===== src/rtl/vga_ctrl_if.sv =====
// rtl/vga_ctrl_if.sv - pixel request and video output bundle of the VGA timing controller
interface vga_ctrl_if;
  logic [9:0]  pix_x;
  logic [9:0]  pix_y;
  logic [15:0] pix_data;
  logic        hsync;
  logic        vsync;
  logic [15:0] rgb;
  logic        rgb_valid;
  logic        frame_start;

  modport master (
    output pix_x, pix_y, hsync, vsync, rgb, rgb_valid, frame_start,
    input  pix_data
  );

  modport slave (
    input  pix_x, pix_y, hsync, vsync, rgb, rgb_valid, frame_start,
    output pix_data
  );
endinterface


===== src/rtl/vga_ctrl.sv =====
// rtl/vga_ctrl.sv - VGA timing generator with one-clock pixel request lookahead
module vga_ctrl #(
  parameter int H_SYNC  = 96,
  parameter int H_BACK  = 48,
  parameter int H_VALID = 640,
  parameter int H_FRONT = 16,
  parameter int V_SYNC  = 2,
  parameter int V_BACK  = 33,
  parameter int V_VALID = 480,
  parameter int V_FRONT = 10
) (
  input  logic       clk,
  input  logic       rst_n,
  vga_ctrl_if.master bus
);
  localparam int H_TOTAL = H_SYNC + H_BACK + H_VALID + H_FRONT;
  localparam int V_TOTAL = V_SYNC + V_BACK + V_VALID + V_FRONT;

  localparam logic [9:0] H_LAST    = 10'(H_TOTAL - 1);
  localparam logic [9:0] V_LAST    = 10'(V_TOTAL - 1);
  localparam logic [9:0] H_SYNC_E  = 10'(H_SYNC);
  localparam logic [9:0] V_SYNC_E  = 10'(V_SYNC);
  localparam logic [9:0] H_ACT_B   = 10'(H_SYNC + H_BACK);
  localparam logic [9:0] H_ACT_E   = 10'(H_SYNC + H_BACK + H_VALID);
  localparam logic [9:0] H_REQ_B   = 10'(H_SYNC + H_BACK - 1);
  localparam logic [9:0] H_REQ_E   = 10'(H_SYNC + H_BACK + H_VALID - 1);
  localparam logic [9:0] V_ACT_B   = 10'(V_SYNC + V_BACK);
  localparam logic [9:0] V_ACT_E   = 10'(V_SYNC + V_BACK + V_VALID);

  logic [9:0] r_cnt_h;
  logic [9:0] r_cnt_v;

  always_ff @(posedge clk or negedge rst_n) begin
    if (!rst_n) begin
      r_cnt_h <= '0;
      r_cnt_v <= '0;
    end else if (r_cnt_h == H_LAST) begin
      r_cnt_h <= '0;
      r_cnt_v <= (r_cnt_v == V_LAST) ? '0 : r_cnt_v + 10'd1;
    end else begin
      r_cnt_h <= r_cnt_h + 10'd1;
    end
  end

  logic       w_v_act;
  logic       w_h_act;
  logic       w_h_req;
  logic       w_pix_req;
  logic       w_rgb_valid;
  logic [9:0] w_pix_x;
  logic [9:0] w_pix_y;

  assign w_v_act     = (r_cnt_v >= V_ACT_B) && (r_cnt_v < V_ACT_E);
  assign w_h_act     = (r_cnt_h >= H_ACT_B) && (r_cnt_h < H_ACT_E);
  // Requests lead the visible window by one clock to cover the generator's register stage.
  assign w_h_req     = (r_cnt_h >= H_REQ_B) && (r_cnt_h < H_REQ_E);
  assign w_pix_req   = w_h_req && w_v_act;
  assign w_rgb_valid = w_h_act && w_v_act;
  assign w_pix_x     = r_cnt_h - H_REQ_B;
  assign w_pix_y     = r_cnt_v - V_ACT_B;

  assign bus.hsync     = (r_cnt_h < H_SYNC_E);
  assign bus.vsync     = (r_cnt_v < V_SYNC_E);
  assign bus.rgb_valid = w_rgb_valid;
  assign bus.rgb       = w_rgb_valid ? bus.pix_data : 16'd0;
  assign bus.pix_x     = w_pix_req ? w_pix_x : 10'h3ff;
  assign bus.pix_y     = w_pix_req ? w_pix_y : 10'h3ff;
  // Gated by rst_n so the zero-count cycle held in reset does not pulse, but the
  // first cycle after release does.
  assign bus.frame_start = rst_n && (r_cnt_h == '0) && (r_cnt_v == '0);
endmodule


===== src/flat_wrapper.sv =====
// flat-port wrapper written by rule: the top's interface ports become plain ports
module vga_ctrl_flat 
#(
  parameter int H_SYNC  = 96,
  parameter int H_BACK  = 48,
  parameter int H_VALID = 640,
  parameter int H_FRONT = 16,
  parameter int V_SYNC  = 2,
  parameter int V_BACK  = 33,
  parameter int V_VALID = 480,
  parameter int V_FRONT = 10
)
  (clk, rst_n, bus_pix_x, bus_pix_y, bus_hsync, bus_vsync, bus_rgb, bus_rgb_valid, bus_frame_start, bus_pix_data);
  vga_ctrl_if bus_i ();
  input  logic clk;
  input  logic rst_n;
  output wire logic [$bits(bus_i.pix_x)-1:0] bus_pix_x;
  output wire logic [$bits(bus_i.pix_y)-1:0] bus_pix_y;
  output wire logic [$bits(bus_i.hsync)-1:0] bus_hsync;
  output wire logic [$bits(bus_i.vsync)-1:0] bus_vsync;
  output wire logic [$bits(bus_i.rgb)-1:0] bus_rgb;
  output wire logic [$bits(bus_i.rgb_valid)-1:0] bus_rgb_valid;
  output wire logic [$bits(bus_i.frame_start)-1:0] bus_frame_start;
  input wire logic [$bits(bus_i.pix_data)-1:0] bus_pix_data;
  assign bus_pix_x = bus_i.pix_x;
  assign bus_pix_y = bus_i.pix_y;
  assign bus_hsync = bus_i.hsync;
  assign bus_vsync = bus_i.vsync;
  assign bus_rgb = bus_i.rgb;
  assign bus_rgb_valid = bus_i.rgb_valid;
  assign bus_frame_start = bus_i.frame_start;
  assign bus_i.pix_data = bus_pix_data;
  vga_ctrl #(.H_SYNC(H_SYNC), .H_BACK(H_BACK), .H_VALID(H_VALID), .H_FRONT(H_FRONT), .V_SYNC(V_SYNC), .V_BACK(V_BACK), .V_VALID(V_VALID), .V_FRONT(V_FRONT)) u_core (.clk(clk), .rst_n(rst_n), .bus(bus_i));
endmodule

===== config.mk =====
export PLATFORM = sky130hd
export DESIGN_NAME = vga_ctrl_flat
export DESIGN_NICKNAME = d
export VERILOG_FILES = /design/src/rtl/vga_ctrl_if.sv /design/src/rtl/vga_ctrl.sv /design/src/flat_wrapper.sv
export SDC_FILE = /design/constraint.sdc
export NUM_CORES = 1
export LEC_CHECK = 0
export BUFFER_PORTS_ARGS = -buffer_cell sky130_fd_sc_hd__buf_4
export CAP_MARGIN = 20
export CORE_MARGIN = 10
export CORE_UTILIZATION = 50
export CTS_CLUSTER_SIZE = 28
export DETAILED_ROUTE_END_ITERATION = 6
export PLACE_DENSITY = 0.8
export SLEW_MARGIN = 20
export SYNTH_ARGS = -nofsm -noshare
export SYNTH_HDL_FRONTEND = slang
export SYNTH_SLANG_ARGS = --single-unit
export TNS_END_PERCENT = 50

===== constraint.sdc =====
create_clock -name clk -period 3.75 [get_ports clk]
set_input_delay 0.75 -clock clk [delete_from_list [all_inputs] [get_ports clk]]
set_output_delay 0.75 -clock clk [all_outputs]
set_load 0.005 [all_outputs]

# After elaboration in Yosys (flattened, before gate mapping)
# Index checks and enable logic that the tools add are counted.
# op_classes
multipliers,0
n_addsub,4
magnitude_cmp,8
n_bitwise,0
shifts,0
div,0
n_eq_ne,2
n_reduce_logical,9
n_mux,5
# ops
op,n
$mux 10,4
$lt 10x10->1 const B,3
$add 10x1->10 const B,2
$eq 10x10->1 const B,2
$ge 10x8->1 const B,2
$logic_not 10->1,2
$mux 16,1
$ge 10x6->1 const B,1
$lt 10x2->1 const B,1
$lt 10x7->1 const B,1
$sub 10x6->10 const B,1
$sub 10x8->10 const B,1
$logic_and 1x1->1,7
# totals
inputBits,18
elab_cells,30
out_inout_bits,40
memories,0
ram_bits,0
romBits,0
latchBits,0
regBits,20

# Logic depth before layout (Yosys ltp)
# Gate-level depths: netlist of the first run.
# depth
word_depth,4
depth_mapped,7
mapped_depth_nobuf,6

# Worst setup path before layout of the first run
# OpenSTA, ideal clock, no wires.
# synth_path
path_type,register to output
from,register u_core.r_cnt_v[6]
to,output bus_rgb[10]
setup_slack_ps,865
t_arrival_ps,2135
n_path_buf,2
path_stages_with_launch,7
required_time_ps,3000
path_cell_list,dfrtp_1 buf_2 or4_4 or4_4 a221oi_4 buf_6 and2_1
# synth_between
elab_chain_cells,4
elab_cells_between_ends,5
cone_classes,order compare (2); mux (1); reduce/logical (2)
# synth_lines
item,line_no,text
from (decl),vga_ctrl.sv:31,logic [9:0] r_cnt_v;
from (signal assigned),vga_ctrl.sv:39,r_cnt_v <= (r_cnt_v == V_LAST) ? '0 : r_cnt_v + 10'd1;
$ge 10x6->1 or $lt 10x10->1 (tied branches),vga_ctrl.sv:53,assign w_v_act = (r_cnt_v >= V_ACT_B) && (r_cnt_v < V_ACT_E);
$logic_and 1x1->1 (*),vga_ctrl.sv:53,
$logic_and 1x1->1 (*),vga_ctrl.sv:58,assign w_rgb_valid = w_h_act && w_v_act;
named net bus_rgb_valid,flat_wrapper.sv:22,output wire logic [$bits(bus_i.rgb_valid)-1:0] bus_rgb_valid;
$mux 16 (*),vga_ctrl.sv:65,assign bus.rgb = w_rgb_valid ? bus.pix_data : 16'd0;
to (decl),flat_wrapper.sv:21,output wire logic [$bits(bus_i.rgb)-1:0] bus_rgb;
# The timed path passes the listed nets; every way through them passes the cells marked *.

# Final worst setup path of the first run
# layout_path
from,register u_core.r_cnt_v[6]
to,output bus_rgb[4]
# layout_between
elab_chain_cells,4
elab_cells_between_ends,5
cone_classes,order compare (2); mux (1); reduce/logical (2)
# layout_lines
item,line_no
$ge 10x6->1 or $lt 10x10->1 (tied branches),vga_ctrl.sv:53
$logic_and 1x1->1 (*),vga_ctrl.sv:53
$logic_and 1x1->1 (*),vga_ctrl.sv:58
$mux 16 (*),vga_ctrl.sv:65
# Mark *: on every way between the ends. The rest lies on a longest branch, timed or not.

==> results_dict.tcl, run 1 <==
set metrics [dict create \
    status "completed" \
    num_rows 20 \
    r2r-start "u_core.r_cnt_v[6]" \
    ctsLongestPathBuffers 2 \
    critical_path_arrival_ns 2.71 \
    antenna_found_initial 0 \
    slew_headroom_pct 54.0 \
    drive_above_1_share_pct 28.2 \
    crit_chain "or4_4 -> or4_4 -> a221oi_4 -> and2_1 -> buf_4" \
    r2r_slack_ns 1.51 \
    synth_async_sr_flop_share_pct 100 \
    wirelength_mm 4.75 \
    hp-class "input pin to async pin" \
    vias 1724 \
    via_per_inst 5.82 \
    ctsHoldBuffers 0 \
    grt_max_degree 22 \
    synth_edf_count 0 \
    ios 58 \
    p_leak_nw 1.00 \
    max_stage_delay_ns 0.59 \
    cts.repair.resized 0 \
    ys.flop_type "dfrtp_1" \
    ir_drop_mv 0.151 \
    fillers 277 \
    hold_viol 0 \
    worst_pin_slew_ns 0.683 \
    gp_congestion 0.925 \
    whs_ns 0.296 \
    min_period_ns 3.46 \
    ys_ff_latch 20 \
    path_delay_family "simple AND/OR/NAND/NOR gates" \
    crit_top_cell "or4_4" \
    nets 275 \
    numClockSinks 20 \
    cp_max_fo 17 \
    r2r_cells 4 \
    worst_path_max_delay_cell "or4_4" \
    track_usage_pct 15.3 \
    port_buffers 57 \
    r2r_end "u_core.r_cnt_v[6]" \
    dr.pass1.iters 4 \
    synth-seq-area-share_pct 30.1 \
    synthCells 207 \
    ant_nets 0 \
    dieArea_um2 6030 \
    critical_path_class "register to output port" \
    insertion_delay_ns 0.31 \
    diodes 0 \
    rsz0062_at_grt "no" \
    clockRootBuffer "clkbuf_4" \
    post_cts_buffers 0 \
    die_width_um 77.7 \
    setup.worst_path.end_class "output port" \
    drc 0 \
    fmax_ghz 0.289 \
    syn2layout_area_growth_pct 27.8 \
    setup_viol 0 \
    drt_iter0_markers 104 \
    max_cap_violations 0 \
    place_hpwl_mm 3.60 \
    pre_cts_slack_ns 0.624 \
    cp-start-kind "register" \
    grt_overflow 0 \
    synth_cell_types 42 \
    power_density_nw_per_um2 171 \
    grt_pass1_wl_mm 7.85 \
    cts_buffers 3 \
    routedWlPerCell_um 16.0 \
    dieHeight_um 77.7 \
    cp.required_ns 3.00 \
    synthesis.nets 229 \
    syn-mean-instance-area_um2 8.03 \
    period_share_pct 92.4 \
    initial_core_util_pct 53.2 \
    cts_tree "done" \
    fin_setup_tns_ns 0 \
    clk_transition_reported_paths_ns 0.12 \
    core_area_um2 3130 \
    setup_ws_ns 0.286 \
    cts_htree_levels 1 \
    syn_area_um2 1660 \
    slew_viol_final 0 \
    fin_skew_ns 0.00546 \
    cp.buffers_inverters 1 \
    ys_warn_count 0 \
    grt_pass1_vias 1585 \
]
## metrics by stage
step	utilization, %	total power, W	cells	cell area, um2
after floorplan	-	0.000220	207	1660
final	68.0	0.000363	296	2130
after global placement	66.8	0.000237	292	2090
after global routing	68.0	0.000374	296	2130
after detailed placement	66.8	0.000237	292	2090
after CTS	68.0	0.000364	296	2130
## metal layers
metal,GRT usage [%],up-vias,wire (um)
li1,-,822,-
met1,21.6,801,2260
met2,22.0,92,1970
met3,3.69,9,420
met4,5.47,0,98
met5,0,-,0
## sequential cells by signal (all words and copies together) (netlist names)
register        flops
u_core.r_cnt_v     10
u_core.r_cnt_h     10
## cell type report
cell class / instances / area (um2) / area share, %
inverter: 6 / 22.5 / 1.06
multi-input combinational: 159 / 1040 / 48.9
clock buffer: 4 / 36.3 / 1.71
tap: 44 / 55.1 / 2.59
timing repair buffer: 63 / 473 / 22.2
sequential: 20 / 500 / 23.5
## layout by cell type (no fill, tap or decap), drive strengths merged, types with 4 or more instances in the layout
master  netlist  routed
inv           6       6
buf           7      63
or3           5       5
xnor2        10      10
clkbuf       15       4
dfrtp        20      20
a21oi         6       6
nand3        20      20
nor3          6       6
nor2         10      10
nand4         5       5
xor2          6       6
and3          4       4
ha            4       4
nand2        15      15
nor4          6       6
o21ai         9       9
and2         19      19
## kinds of logic (layout without fill, tap and decap cells)
group,count (synthesis),after routing,share of synthesized area (%)
DFF,20,20,30.1
AOI/OAI and AO/OA,35,35,15.4
and+or+nand+nor,103,103,34.9
adders and majority gates,4,4,3.01
xor gates and xnor gates,16,16,8.43
muxes,1,1,0.677
buffers and inverters,28,73,7.45
## power by group
group / internal [W] / switching (W) / leakage, nW
Sequential: 0.000216 / 0 / 0.265
Combinational: 0.0000111 / 0.00000610 / 0.718
Clock: 0.0000593 / 0.0000710 / 0.0210
Total: 0.000286 / 0.0000771 / 1.00
## how the worst max path moves through the flow
stage / depth (start not counted) / to / startpoint
after floorplan: 6 / bus_rgb[10] / u_core.r_cnt_v[6]
after detailed placement: 5 / bus_rgb[4] / u_core.r_cnt_v[6]
final: 5 / bus_rgb[4] / u_core.r_cnt_v[6]
after CTS: 5 / bus_rgb[4] / u_core.r_cnt_v[7]
after global routing: 5 / bus_rgb[3] / u_core.r_cnt_v[6]
after global placement: 5 / bus_rgb[12] / u_core.r_cnt_v[6]
## cells in the mapped netlist, drive strengths merged, types with 3 or more instances
| library cell | n | area (um2) |
|---|---|---|
| nand4 | 5 | 31.3 |
| nand3 | 20 | 100 |
| and2 | 19 | 119 |
| inv | 6 | 22.5 |
| nor3 | 6 | 30.0 |
| buf | 7 | 45.0 |
| nand3b | 3 | 22.5 |
| nor2 | 10 | 37.5 |
| clkbuf | 15 | 56.3 |
| o31ai | 3 | 22.5 |
| ha | 4 | 50.1 |
| xor2 | 6 | 52.6 |
| or4 | 3 | 30.0 |
| and3 | 4 | 25.0 |
| or3 | 5 | 31.3 |
| a21oi | 6 | 30.0 |
| xnor2 | 10 | 87.6 |
| o21ai | 9 | 45.0 |
| nor4 | 6 | 37.5 |
| dfrtp | 20 | 500 |
| a21o | 3 | 22.5 |
| nand2 | 15 | 56.3 |
Power figures use the tool's default switching activity.
==> run 2: changes to the inputs <==
==> constraint.sdc (replaced) <==
create_clock -name clk -period 3.75 [get_ports clk]
set_input_delay 0.5625 -clock clk [delete_from_list [all_inputs] [get_ports clk]]
set_output_delay 0.5625 -clock clk [all_outputs]
set_load 0.005 [all_outputs]
==> results_dict.tcl, run 2 (same netlist as run 1, synthesis figures left out) <==
set metrics [dict create \
    status "completed" \
    max_cap_violations 0 \
    ios 58 \
    grt_max_degree 22 \
    ir_drop_mv 0.151 \
    mostFrequentLayoutCell "buf_4" \
    hold_viol 0 \
    ctsLongestPathBuffers 2 \
    clk_transition_reported_paths_ns 0.12 \
    period_share_pct 87.6 \
    cp-start-kind "register" \
    numClockSinks 20 \
    critical_path_arrival_ns 2.72 \
    cts_tree "done" \
    p_switching_w 0.0000758 \
    vias 1690 \
    fmax_ghz 0.304 \
    drive_above_1_share_pct 27.6 \
    clock_power_share_pct 35.6 \
    via_per_inst 5.75 \
    post_cts_buffers 0 \
    slew_headroom_pct 47.7 \
    ctsHoldBuffers 0 \
    diodes 0 \
    cts.repair.resized 0 \
    initial_core_util_pct 53.2 \
    fin_setup_tns_ns 0 \
    setup_ws_ns 0.465 \
    r2r-start "u_core.r_cnt_v[7]" \
    gp_congestion 0.924 \
    routedWlPerCell_um 16.1 \
    die_width_um 77.7 \
    grt_pass1_vias 1577 \
    p_leak_nw 0.993 \
    core_area_um2 3130 \
    setup.worst_path.end_class "output port" \
    rsz0062_at_grt "no" \
    track_usage_pct 15.1 \
    pre_cts_slack_ns 0.833 \
    wirelength_mm 4.72 \
    top_regs "u_core.r_cnt_h: 10 flops, u_core.r_cnt_v: 10 flops" \
    r2r_end "u_core.r_cnt_v[6]" \
    p_sw_share_pct 21.0 \
    drt_iter0_markers 58 \
    port_buffers 57 \
    r2r_cells 4 \
    cts_htree_levels 1 \
    cp_max_fo 17 \
    min_period_ns 3.28 \
    fin_skew_ns 0.00492 \
    antenna_found_initial 0 \
    dieArea_um2 6030 \
    setup_viol 0 \
    dr.pass1.iters 5 \
    clockRootBuffer "clkbuf_4" \
    grt_overflow 0 \
    pwr-share-comb_pct 4.8 \
    num_rows 20 \
    cts_buffers 3 \
    power.internal_w 0.000286 \
    insertion_delay_ns 0.30 \
    grt_pass1_wl_mm 7.85 \
    worst_pin_slew_ns 0.774 \
    power_frac_seq_pct 59.6 \
    slew_viol_final 0 \
    drc 0 \
    r2r_slack_ns 1.52 \
    nets 273 \
    layout_common_cells "buf_4, nand3_1, dfrtp_1, and2_1, nand2_1" \
    syn2layout_area_growth_pct 26.9 \
    place_hpwl_mm 3.58 \
    dieHeight_um 77.7 \
    cp.required_ns 3.19 \
    ant_nets 0 \
    hp-class "input pin to async pin" \
    critical_path_class "register to output port" \
    power_density_nw_per_um2 171 \
]
run 2: how the worst max path moves through the flow:
stage	from	end	slack, ns	depth (start not counted)
2_1_floorplan	u_core.r_cnt_v[6]	bus_rgb[10]	1.05	6
3_5_place_dp	u_core.r_cnt_v[6]	bus_rgb[3]	0.83	5
4_1_cts	u_core.r_cnt_v[6]	bus_rgb[3]	0.47	5
6_report	u_core.r_cnt_v[7]	bus_rgb[3]	0.47	5
3_3_place_gp	u_core.r_cnt_v[6]	bus_rgb[12]	0.87	5
5_1_grt	u_core.r_cnt_h[0]	bus_pix_y[4]	0.22	7
run 2: cell type report:
cell class / instances / area [um2]
clock buffers: 4 / 36.3
fillers: 296 / 1020
inverters: 6 / 22.5
multi-input cells: 159 / 1040
flip-flops and latches: 20 / 500
well taps: 44 / 55.1
repair buffers: 61 / 458
run 2: critical path, cell delays in order (launching register included):
cell      delay [ns]
dfrtp_1         0.49
or4_4           0.60
or4_4           0.46
a221oi_4        0.55
and2_1          0.21
buf_4           0.11
run 2: power groups by stage:
stage	clock, W	sequential (W)	combinational [W]
final	0.000129	0.000216	0.0000172
after global placement	0	0.000220	0.0000176
after detailed placement	0	0.000220	0.0000178
after CTS	0.000131	0.000216	0.0000178
after floorplan	0	0.000220	0.000000138
after global routing	0.000142	0.000216	0.0000191
run 2: layer usage:
metal | global-route usage [%] | share of wire, %
met1 | 20.9 | 47
met5 | 0 | 0
met4 | 4.93 | 1.3
met3 | 3.34 | 9.3
met2 | 22.6 | 42
run 2: stage by stage:
step / total power [W] / hold slack, ns / instances / instance area, um2 / util [%]
after floorplan: 0.000220 / 0.267 / 207 / 1660 / -
after global placement: 0.000237 / 0.463 / 290 / 2070 / 66.3
after detailed placement: 0.000238 / 0.464 / 290 / 2070 / 66.3
after CTS: 0.000364 / 0.125 / 294 / 2110 / 67.5
after global routing: 0.000376 / 0.120 / 294 / 2110 / 67.5
final: 0.000362 / 0.120 / 294 / 2110 / 67.5
==> run 3: changes to the inputs <==
==> constraint.sdc (replaced) <==
create_clock -name clk -period 3.75 [get_ports clk]
set_input_delay 0.375 -clock clk [delete_from_list [all_inputs] [get_ports clk]]
set_output_delay 0.375 -clock clk [all_outputs]
set_load 0.005 [all_outputs]
==> results_dict.tcl, run 3 (same netlist as run 1, synthesis figures left out) <==
set metrics [dict create \
    hold_viol 0 \
    placed_cell_area_um2 2070 \
    clk_transition_reported_paths_ns 0.11 \
    crit_top_cell "or4_4" \
    wirelength_mm 4.68 \
    layout_common_cells "buf_4, nand3_1, dfrtp_1, and2_1, nand2_1" \
    routedWlPerCell_um 15.9 \
    power.internal_w 0.000265 \
    clockRootBuffer "clkbuf_4" \
    pre_cts_slack_ns 1.03 \
    place_hpwl_mm 3.56 \
    slew_headroom_pct 50.1 \
    worst_pin_slew_ns 0.739 \
    r2r_slack_ns 1.52 \
    p_switching_w 0.0000744 \
    startpoint "u_core.r_cnt_v[6]" \
    insertion_delay_ns 0.31 \
    cp.required_ns 3.38 \
    grt_overflow 0 \
    dieArea_um2 6030 \
    crit_chain "or4_4 -> or4_4 -> a221oi_4 -> and2_1 -> buf_4" \
    drt_iter0_markers 96 \
    max_stage_delay_ns 0.59 \
    dieHeight_um 77.7 \
    numClockSinks 20 \
    critical_path_class "register to output port" \
    fillers 266 \
    max_cap_violations 0 \
    endpoint "bus_rgb[1]" \
    grt_max_degree 22 \
    drc 0 \
    via_per_inst 5.75 \
    nets 274 \
    drive_above_1_share_pct 27.2 \
    grt_pass1_vias 1548 \
    cts_buffers 3 \
    dr.pass1.iters 4 \
    setup.worst_path.end_class "output port" \
    r2r_end "u_core.r_cnt_v[6]" \
    min_period_ns 3.09 \
    initial_core_util_pct 53.2 \
    p_leak_nw 0.990 \
    top_regs "u_core.r_cnt_h: 10 flops, u_core.r_cnt_v: 10 flops" \
    port_buffers 57 \
    ant_nets 0 \
    cp_max_fo 17 \
    track_usage_pct 15.1 \
    power_frac_seq_pct 63.5 \
    ir_drop_mv 0.155 \
    status "completed" \
    period_share_pct 82.3 \
    pwr-share-comb_pct 5.3 \
    setup_viol 0 \
    vias 1691 \
    cts_tree "done" \
    num_rows 20 \
    r2r_cells 4 \
    design_area_um2 2110 \
    syn2layout_area_growth_pct 26.7 \
    diodes 0 \
    die_width_um 77.7 \
    setup_ws_ns 0.662 \
    fin_setup_tns_ns 0 \
    whs_ns 0.468 \
    ios 58 \
    finalCoreUtilization_pct 67.4 \
    fin_skew_ns 0.00393 \
    r2r-start "u_core.r_cnt_v[6]" \
    antenna_found_initial 0 \
    cts_htree_levels 1 \
    rsz0062_at_grt "no" \
    slew_viol_final 0 \
    mostFrequentLayoutCell "buf_4" \
    fmax_ghz 0.324 \
    worst_path_max_delay_cell "or4_4" \
    hp-class "input pin to async pin" \
    power_density_nw_per_um2 161 \
    critical_path_arrival_ns 2.71 \
    p_sw_share_pct 21.9 \
    ctsLongestPathBuffers 2 \
    grt_pass1_wl_mm 7.67 \
    clock_power_share_pct 31.2 \
    core_area_um2 3130 \
    gp_congestion 0.901 \
    cp-start-kind "register" \
]
==> run 3: cell types whose count changed in the layout (fill, tap and decap cells not counted), sizes merged <==
cell | before | now
dlygate4sd3 | 0 | 1
clkbuf | 4 | 3
==> run 3: what timing repair did <==
action / 4_1_cts / 5_1_grt
gates resized for setup: 0 / 0
setup buffers: 0 / 0
hold buffers: 1 / 0
hold endpoints to repair: 20 / 0
==> run 3: area by class of cell <==
cell class	count	area [um2]	area share, %
timing repair buffer	62	468	22.2
inverter	6	22.5	1.07
tap	44	55.1	2.61
clock buffer	3	22.5	1.07
sequential	20	500	23.8
multi-input combinational	159	1040	49.3
==> run 3: power by group through the flow <==
stage	Clock, W	Combinational [W]	Sequential [W]
3_3_place_gp	0	0.0000176	0.000220
6_report	0.000106	0.0000181	0.000216
3_5_place_dp	0	0.0000178	0.000220
2_1_floorplan	0	0.000000138	0.000220
5_1_grt	0.000115	0.0000200	0.000216
4_1_cts	0.000104	0.0000186	0.000216
==> run 3: how the worst min path moves through the flow <==
| stage | start | to | slack, ns | cells past startpoint |
|---|---|---|---|---|
| detailed placement | rst_n | u_core.r_cnt_v[4] | 0.27 | 1 |
| global route | rst_n | u_core.r_cnt_h[0] | 0.49 | 2 |
| CTS | rst_n | u_core.r_cnt_v[4] | 0.48 | 2 |
| finish | rst_n | u_core.r_cnt_v[4] | 0.47 | 2 |
| floorplan | rst_n | u_core.r_cnt_h[0] | 0.08 | 0 |
| global placement | rst_n | u_core.r_cnt_v[0] | 0.28 | 1 |
==> run 3: through the flow <==
step | power, W | instances
final | 0.000339 | 294
after global routing | 0.000350 | 294
after CTS | 0.000338 | 294
after detailed placement | 0.000238 | 290
after global placement | 0.000237 | 290
after floorplan | 0.000220 | 207
==> run 3: layer usage <==
metal  up-vias  routed length (um)  part of all wire (%)  global-route usage (%)
met4         0                  70                   1.5                    6.02
met5         -                   0                     0                       0
met2        84                2050                    44                    21.7
met3         5                 404                   8.6                    2.88
met1       777                2160                    46                    21.3
li1        825                   -                     -                       -
==> run 3: critical path: cells and delay by family, from the launching register on <==
family / cells / cell delay (ns)
AND/OR/NAND/NOR: 3 / 1.25
AO/OA/AOI/OAI: 1 / 0.54
flip-flops: 1 / 0.50
buffers and inverters: 1 / 0.11
